### config.mk
export PLATFORM = sky130hd
export DESIGN_NAME = dm_axi_master
export DESIGN_NICKNAME = d
export VERILOG_FILES = /design/src/rtl/dm_axi_master.sv
export SDC_FILE = /design/constraint.sdc
export NUM_CORES = 1
export LEC_CHECK = 0
export CAP_MARGIN = 20
export CORE_UTILIZATION = 36
export DETAILED_ROUTE_END_ITERATION = 10
export PLACE_DENSITY = 0.92
export SYNTH_ARGS = -nofsm -noshare
export SYNTH_HDL_FRONTEND = slang
export SYNTH_SLANG_ARGS = --single-unit
export TNS_END_PERCENT = 1
### constraint.sdc
create_clock -name clk -period 8.57 [get_ports clk]
set_input_delay 1.2855 -clock clk [delete_from_list [all_inputs] [get_ports clk]]
set_output_delay 1.2855 -clock clk [all_outputs]
set_load 0.01 [all_outputs]
### src/rtl/dm_axi_master.sv
// Data-memory bus master: turns one CPU memory-stage request into a single-beat
// AXI4 read or write, returns the read word and stalls the pipeline meanwhile.
module dm_axi_master #(
  parameter int ID_WIDTH  = 4,
  parameter int MASTER_ID = 1
) (
  input  logic                clk,
  input  logic                rst,
  input  logic                dm_on,
  input  logic [31:0]         dm_addr,
  input  logic [3:0]          dm_wstrb,
  input  logic [31:0]         dm_wdata,
  input  logic                pipe_hold,
  output logic [31:0]         dm_rdata,
  output logic                dm_stall,
  output logic                dm_resp_err,
  output logic [ID_WIDTH-1:0] awid,
  output logic [31:0]         awaddr,
  output logic [3:0]          awlen,
  output logic [2:0]          awsize,
  output logic [1:0]          awburst,
  output logic                awvalid,
  input  logic                awready,
  output logic [31:0]         wdata,
  output logic [3:0]          wstrb,
  output logic                wlast,
  output logic                wvalid,
  input  logic                wready,
  input  logic [ID_WIDTH-1:0] bid,
  input  logic [1:0]          bresp,
  input  logic                bvalid,
  output logic                bready,
  output logic [ID_WIDTH-1:0] arid,
  output logic [31:0]         araddr,
  output logic [3:0]          arlen,
  output logic [2:0]          arsize,
  output logic [1:0]          arburst,
  output logic                arvalid,
  input  logic                arready,
  input  logic [ID_WIDTH-1:0] rid,
  input  logic [31:0]         rdata,
  input  logic [1:0]          rresp,
  input  logic                rlast,
  input  logic                rvalid,
  output logic                rready
);

  typedef enum logic [2:0] {S_IDLE, S_AR, S_R, S_AW_W, S_B, S_DONE} state_t;

  localparam logic [ID_WIDTH-1:0] ID_VAL = ID_WIDTH'(MASTER_ID);

  state_t      state;
  logic [29:0] word_addr;
  logic        aw_done, w_done;
  logic        aw_fire, w_fire;
  logic        unused_ok;

  assign aw_fire = awvalid & awready;
  assign w_fire  = wvalid & wready;

  assign awid    = ID_VAL;
  assign arid    = ID_VAL;
  assign awaddr  = {word_addr, 2'b00};
  assign araddr  = {word_addr, 2'b00};
  assign awlen   = 4'd0;
  assign arlen   = 4'd0;
  assign awsize  = 3'b010;
  assign arsize  = 3'b010;
  assign awburst = 2'b01;
  assign arburst = 2'b01;
  assign wlast   = 1'b1;

  // Byte offset, IDs and rlast carry no information for a single-beat word master.
  assign unused_ok = ^{bid, rid, rlast, dm_addr[1:0]};

  assign dm_stall = (state == S_IDLE && dm_on) ||
                    (state inside {S_AR, S_R, S_AW_W, S_B});

  always_ff @(posedge clk) begin
    if (rst) begin
      state       <= S_IDLE;
      arvalid     <= 1'b0;
      rready      <= 1'b0;
      awvalid     <= 1'b0;
      wvalid      <= 1'b0;
      bready      <= 1'b0;
      aw_done     <= 1'b0;
      w_done      <= 1'b0;
      dm_rdata    <= 32'd0;
      dm_resp_err <= 1'b0;
    end else begin
      case (state)
        S_IDLE: if (dm_on) begin
          word_addr <= dm_addr[31:2];
          wstrb     <= dm_wstrb;
          wdata     <= dm_wdata;
          if (dm_wstrb == 4'b0000) begin
            arvalid <= 1'b1;
            state   <= S_AR;
          end else begin
            awvalid <= 1'b1;
            wvalid  <= 1'b1;
            state   <= S_AW_W;
          end
        end
        S_AR: if (arready) begin
          arvalid <= 1'b0;
          rready  <= 1'b1;
          state   <= S_R;
        end
        S_R: if (rvalid) begin
          rready      <= 1'b0;
          dm_rdata    <= rdata;
          dm_resp_err <= (rresp != 2'b00);
          state       <= S_DONE;
        end
        S_AW_W: begin
          // Address and data channels complete independently, in either order.
          if ((aw_done | aw_fire) && (w_done | w_fire)) begin
            awvalid <= 1'b0;
            wvalid  <= 1'b0;
            aw_done <= 1'b0;
            w_done  <= 1'b0;
            bready  <= 1'b1;
            state   <= S_B;
          end else begin
            if (aw_fire) begin
              awvalid <= 1'b0;
              aw_done <= 1'b1;
            end
            if (w_fire) begin
              wvalid <= 1'b0;
              w_done <= 1'b1;
            end
          end
        end
        S_B: if (bvalid) begin
          bready      <= 1'b0;
          dm_resp_err <= (bresp != 2'b00);
          state       <= S_DONE;
        end
        // Waiting here while the pipeline is held keeps the same request from re-issuing.
        S_DONE: if (!pipe_hold) state <= S_IDLE;
        default: state <= S_IDLE;
      endcase
    end
  end

endmodule

==> flow_metrics.py, run 1 <==
metrics = {
    "drt": {
        "vias": 3253,
        "wl_um": 11540,
        "via_per_inst": 4.575,
        "drtIter0Drc": 263,
        "drt.antenna.violating_nets": 0,
        "wl_per_cell_um": 16.23,
        "drcViolationCount": 40,
        "dr.pass1.iters": 8,
    },
    "grt": {
        "grt_use_met2_pct": 35.14,
        "antenna_found_initial": 0,
        "grt_pass1_wl_um": 17220,
        "gr-total-overflow": 0,
        "busiest_layer": "met2",
        "met1_usage_pct": 18.87,
        "met3_usage_pct": 4.538,
        "first_global_vias": 3112,
        "grt.total_usage_pct": 18.64,
        "grt_max_degree": 67,
    },
    "placement": {
        "dpl.cell_count": 694,
        "placed_area_um2": 6511,
        "dp_hpwl_um": 8762,
        "portBuffers": 245,
        "finalWeightedCongestion": 0.7787,
    },
    "cts": {
        "htree_levels": 3,
        "ctsHoldBuffers": 0,
        "cts_tree": "yes",
        "clkTransAtPathRegs_ps": 70,
        "clk_latency_ps": 340,
        "cts_root_buf": "clkbuf_16",
        "postCtsSetupBuffers": 0,
        "numCtsBuffers": 9,
        "clockBufferDepth": 2,
        "cts.sink_count": 109,
        "cts_resized": 0,
    },
    "floorplanning": {
        "die_area_um2": 12330,
        "fp.dieW_um": 111.1,
        "die_h_um": 111.1,
        "initial_core_util_pct": 37.18,
        "ios": 288,
        "coreArea_um2": 11520,
        "num_rows": 39,
    },
    "power_and_ir_drop": {
        "finalPower_mw": 1.555,
        "power_density_nw_per_um2": 227.0,
        "power_leakage_nw": 2.407,
        "ir_drop_uv": 96.28,
    },
    "yosys": {
        "synth_area_leader_cell": "edfxtp_1",
        "synth_ff_type": "edfxtp_1",
        "yosysSeqAreaShare_pct": 66.39,
        "yosysTopAreaCellShare_pct": 46.29,
        "synthCells": 351,
        "yosys_warnings": 0,
        "synth_edf_count": 66,
        "syn_area_um2": 4282,
        "netlist_top_cells_area": "edfxtp_1 46%, dfxtp_1 20%, buf_4 11%",
        "synth_area_per_cell_um2": 12.20,
        "synth-seq-cells": 109,
        "synthArstFlopShare_pct": 0,
        "synth_cell_types": 41,
        "synthTopCellsByCount": "72 x nand2_1, 66 x edfxtp_1, 64 x buf_4",
        "synth.most_common_cell": "nand2_1",
    },
    "finish": {
        "fin_cells": 711,
        "drive_above_1_share_pct": 5.810,
        "finalInstanceArea_um2": 6852,
        "final_nets": 685,
        "n_antenna_cell": 0,
        "area_growth_pct": 60.02,
    },
    "worst_setup_path": {
        "cp.required_ps": 7280,
        "start_kind": "input port",
        "crit_family": "buffers and inverters",
        "path_buf_inv": 2,
        "slowest_delay_ps": 580,
        "worstSetupPathType": "input port to output pin",
        "r2r_slack_ps": 6450,
        "arrival_ps": 2640,
        "cpMostUsedCell": "clkdlybuf4s50_1",
        "crit_path_cell_trace": "clkdlybuf4s50_1 > nor2_1 > mux2i_1 > clkdlybuf4s50_1",
        "cp-end-kind": "output pin",
        "slowest_stage": "clkdlybuf4s50_1",
        "worst-path-max-fanout": 4,
    },
    "sta": {
        "finalSetupViolations": 0,
        "fin_setup_tns_ps": 0,
        "min_period_ps": 3930,
        "slew_headroom_pct": 45.22,
        "worstMarginPinSlew_ps": 821.6,
        "hold_viol": 0,
        "worst_clock_skew_ps": 9.871,
        "fmax_mhz": 254.4,
        "slew_viol_final": 0,
        "fin_crit_sh_pct": 45.86,
        "rsz0062_at_grt": "no",
    },
    "min_path": {
        "worst_hold_path_type": "flip-flop to flip-flop",
    },
    "run": {
        "cap_violations": 0,
    },
    "outcome": {
        "outcome": "finished, violations left",
        "violations": "design-rule violations",
    },
}
==> through the flow <==
step,setup slack (ps),utilization (%),hold WS (ps)
detailed placement,4643,56.54,447.3
global placement,4653,56.41,442.0
floorplan,1774,-,437.6
CTS,4626,59.26,456.5
finish,4640,59.50,453.4
global route,4582,59.50,469.6
==> path summary, 6_finish.rpt <==
path / depth (start not counted) / endpoint / from
worst max register to register: 4 / wdata[29]$_DFFE_PP_ / state[2]$_SDFFE_PP0P_
worst min register to register: 2 / dm_rdata[0]$_SDFFE_PP0P_ / dm_rdata[0]$_SDFFE_PP0P_
worst min-delay path: 2 / dm_rdata[0]$_SDFFE_PP0P_ / dm_rdata[0]$_SDFFE_PP0P_
worst max-delay path: 4 / dm_stall / dm_on
==> power breakdown <==
group	internal, mW	switching, mW	total [mW]
Clock	0.257	0.177	0.434
Sequential	0.639	0.0555	0.694
Combinational	0.234	0.193	0.427
Total	1.13	0.426	1.56
==> registers in the layout, indices dropped and copies added (netlist names), 3 cells and up <==
register,cells
wstrb,4
dm_rdata,32
word_addr,30
state,3
wdata,32
==> layer usage <==
metal,vias up,wire length (um)
li1,1542,-
met5,-,0
met2,159,6424
met4,0,362
met3,22,807
met1,1530,3945
==> worst register-to-register path, stage by stage (launching register included) <==
cell and delay (ps):
dfxtp_1 530, nor2_1 300, nand2_1 120, nor3_2 110, buf_4 660
==> logic make-up after synthesis <==
kind of cell | count (synthesis) | share of synthesized area (%)
multiplexers | 3 | 0.7306
AO/OA/AOI/OAI | 60 | 9.235
other | 2 | 0.1754
XOR/XNOR | 1 | 0.2046
buffers and inverters | 79 | 12.92
flip-flops | 109 | 66.39
AND/OR/NAND/NOR | 97 | 10.34
==> cells in the final DEF, fill, tap and decap left out, drive strengths merged, types with 3 or more instances in the layout <==
| master | netlist | final |
|---|---|---|
| o311ai | 3 | 3 |
| nor3 | 4 | 4 |
| edfxtp | 66 | 66 |
| conb | 2 | 31 |
| o21ba | 3 | 3 |
| a21oi | 37 | 37 |
| nand2 | 72 | 72 |
| a31oi | 4 | 4 |
| dfxtp | 43 | 43 |
| clkdlybuf4s50 | 0 | 245 |
| a211o | 3 | 3 |
| clkbuf | 5 | 12 |
| nor2 | 8 | 8 |
| buf | 72 | 4 |
==> layout make-up <==
| class | count | area, um^2 |
|---|---|---|
| Clock inverter | 4 | 76.32 |
| Inverter | 2 | 7.507 |
| Fill cell | 910 | 4664 |
| Sequential cell | 109 | 2843 |
| Tap cell | 143 | 178.9 |
| Multi-Input combinational cell | 192 | 999.7 |
| Clock buffer | 12 | 236.5 |
| Timing Repair Buffer | 249 | 2510 |
(Power assumes the default switching activity.)
==> run 2, diff against run 1 <==
Settings changed: CORE_UTILIZATION 36 to 32, PLACE_DENSITY 0.92 to 0.87.
Clock period 8.57 ns to 3.2 ns, I/O delays scaled along.
==> flow_metrics.py, run 2 (synthesis results as in run 1) <==
metrics = {
    "outcome": {
        "outcome": "complete, no violations",
    },
    "floorplanning": {
        "ios": 288,
        "coreArea_um2": 12820,
        "die_area_um2": 13850,
        "initial_core_util_pct": 33.39,
        "die_h_um": 117.7,
        "num_rows": 41,
        "fp.dieW_um": 117.7,
    },
    "sta": {
        "worst_clock_skew_ps": 6.658,
        "worstMarginPinSlew_ps": 842.6,
        "fin_setup_tns_ps": 0,
        "hold_viol": 0,
        "slew_headroom_pct": 43.82,
        "min_period_ps": 2522,
        "fin_crit_sh_pct": 78.83,
        "rsz0062_at_grt": "no",
        "finalSetupViolations": 0,
        "layout_setup_ws_ps": 677.6,
        "slew_viol_final": 0,
        "fmax_mhz": 396.4,
    },
    "finish": {
        "reg_top3": "dm_rdata (32), wdata (32), word_addr (30)",
        "mostFrequentLayoutCells": "244 x clkdlybuf4s50_1, 72 x nand2_1, 66 x edfxtp_1",
        "drive_above_1_share_pct": 6.349,
        "n_antenna_cell": 0,
        "area_growth_pct": 61.78,
        "final_common_cell": "clkdlybuf4s50_1",
        "final_nets": 684,
        "finalInstanceArea_um2": 6927,
    },
    "worst_setup_path": {
        "worstSetupPathType": "flip-flop to output pin",
        "start_kind": "flip-flop",
        "r2r_start": "state[2]$_SDFFE_PP0P_",
        "cp.required_ps": 2720,
        "endpoint": "dm_stall",
        "cp-startpoint": "state[0]$_SDFFE_PP0P_",
        "worst-path-max-fanout": 15,
        "r2r_slack_ps": 1370,
        "arrival_ps": 2040,
        "r2r_cells": 4,
        "cp-end-kind": "output pin",
        "r2r-end": "word_addr[26]$_DFFE_PP_",
    },
    "grt": {
        "grt_max_degree": 67,
        "first_global_vias": 3239,
        "busiest_layer": "met2",
        "gr-total-overflow": 0,
        "grt_pass1_wl_um": 17620,
        "met1_usage_pct": 15.26,
        "met3_usage_pct": 4.603,
        "antenna_found_initial": 0,
        "grt_use_met2_pct": 33.13,
        "grt.total_usage_pct": 16.95,
    },
    "drt": {
        "drcViolationCount": 0,
        "via_per_inst": 4.497,
        "wl_per_cell_um": 15.64,
        "drtIter0Drc": 196,
        "wl_um": 11560,
        "dr.pass1.iters": 4,
        "drt.antenna.violating_nets": 0,
        "vias": 3323,
    },
    "min_path": {
        "worst_hold_path_type": "flip-flop to flip-flop",
    },
    "cts": {
        "ctsHoldBuffers": 0,
        "cts_root_buf": "clkbuf_16",
        "clkTransAtPathRegs_ps": 70,
        "cts_tree": "yes",
        "postCtsSetupBuffers": 0,
        "clk_latency_ps": 350,
        "numCtsBuffers": 9,
        "htree_levels": 3,
        "cts.sink_count": 109,
        "cts_resized": 0,
        "clockBufferDepth": 2,
    },
    "power_and_ir_drop": {
        "power_density_nw_per_um2": 622.5,
        "p_switching_mw": 1.198,
        "power_leakage_nw": 2.430,
        "comb_power_share_pct": 26.8,
        "clkPwrFrac_pct": 30.2,
        "intPower_mw": 3.114,
        "seqPwrFrac_pct": 43.0,
        "finalPower_mw": 4.312,
        "swShare_pct": 27.78,
        "ir_drop_uv": 274.7,
    },
    "placement": {
        "portBuffers": 245,
        "dp_hpwl_um": 8820,
        "placed_area_um2": 6546,
        "finalWeightedCongestion": 0.7738,
        "pre_cts_slack_ps": 783.2,
    },
    "run": {
        "cap_violations": 0,
    },
}
-- run 2: cell count changes in the layout (fill, tap and decap cells not counted), sizes merged --
cell,delta
clkbuf,-3
clkdlybuf4s50,-1
inv,+3
clkinvlp,-1
bufinv,+1
-- run 2: area by class of cell --
class	instances	area, um^2
Clock buffer	9	225.2
Clock inverter	7	127.6
Fill cell	1070	5898
Inverter	2	7.507
Multi-Input combinational cell	192	1006
Sequential cell	109	2843
Tap cell	172	215.2
Timing Repair Buffer	248	2502
-- run 2: critical path, stage by stage (launching register included) --
cell and delay (ps):
dfxtp_1 490, nor2_2 400, mux2i_1 240, clkdlybuf4s50_1 570
-- run 2: how the worst min path moves through the flow --
stage,start,end,slack (ps),cells past startpoint
global placement,dm_rdata[5]$_SDFFE_PP0P_,dm_rdata[5]$_SDFFE_PP0P_,440,2
detailed placement,dm_rdata[26]$_SDFFE_PP0P_,dm_rdata[26]$_SDFFE_PP0P_,450,2
floorplan,aw_done$_SDFFE_PP0P_,aw_done$_SDFFE_PP0P_,440,2
global route,dm_rdata[14]$_SDFFE_PP0P_,dm_rdata[14]$_SDFFE_PP0P_,480,2
finish,dm_rdata[26]$_SDFFE_PP0P_,dm_rdata[26]$_SDFFE_PP0P_,460,2
CTS,dm_rdata[20]$_SDFFE_PP0P_,dm_rdata[20]$_SDFFE_PP0P_,460,2
-- run 2: power groups by stage --
| stage | registers [mW] | logic, mW | clock network (mW) |
|---|---|---|---|
| 2_1_floorplan | 1.91 | 0.575 | 0 |
| 3_3_place_gp | 1.87 | 1.11 | 0 |
| 3_5_place_dp | 1.89 | 1.14 | 0 |
| 4_1_cts | 1.86 | 1.15 | 1.34 |
| 5_1_grt | 1.88 | 1.23 | 1.38 |
| 6_report | 1.86 | 1.16 | 1.30 |
-- run 2: through the flow --
stage          std cells  util, %  hold slack [ps]
2_1_floorplan        380        -            437.6
3_3_place_gp         722    51.04            441.8
3_5_place_dp         722    51.04            450.1
4_1_cts              738    53.80            458.9
5_1_grt              739    54.01            479.5
6_report             739    54.01            456.4
-- run 2: per-layer routing --
layer  vias to the layer above  wire length (um)
met5                         -                 0
met4                         0               457
met3                        26               780
met2                       175              6525
met1                      1580              3796
li1                       1542                 -
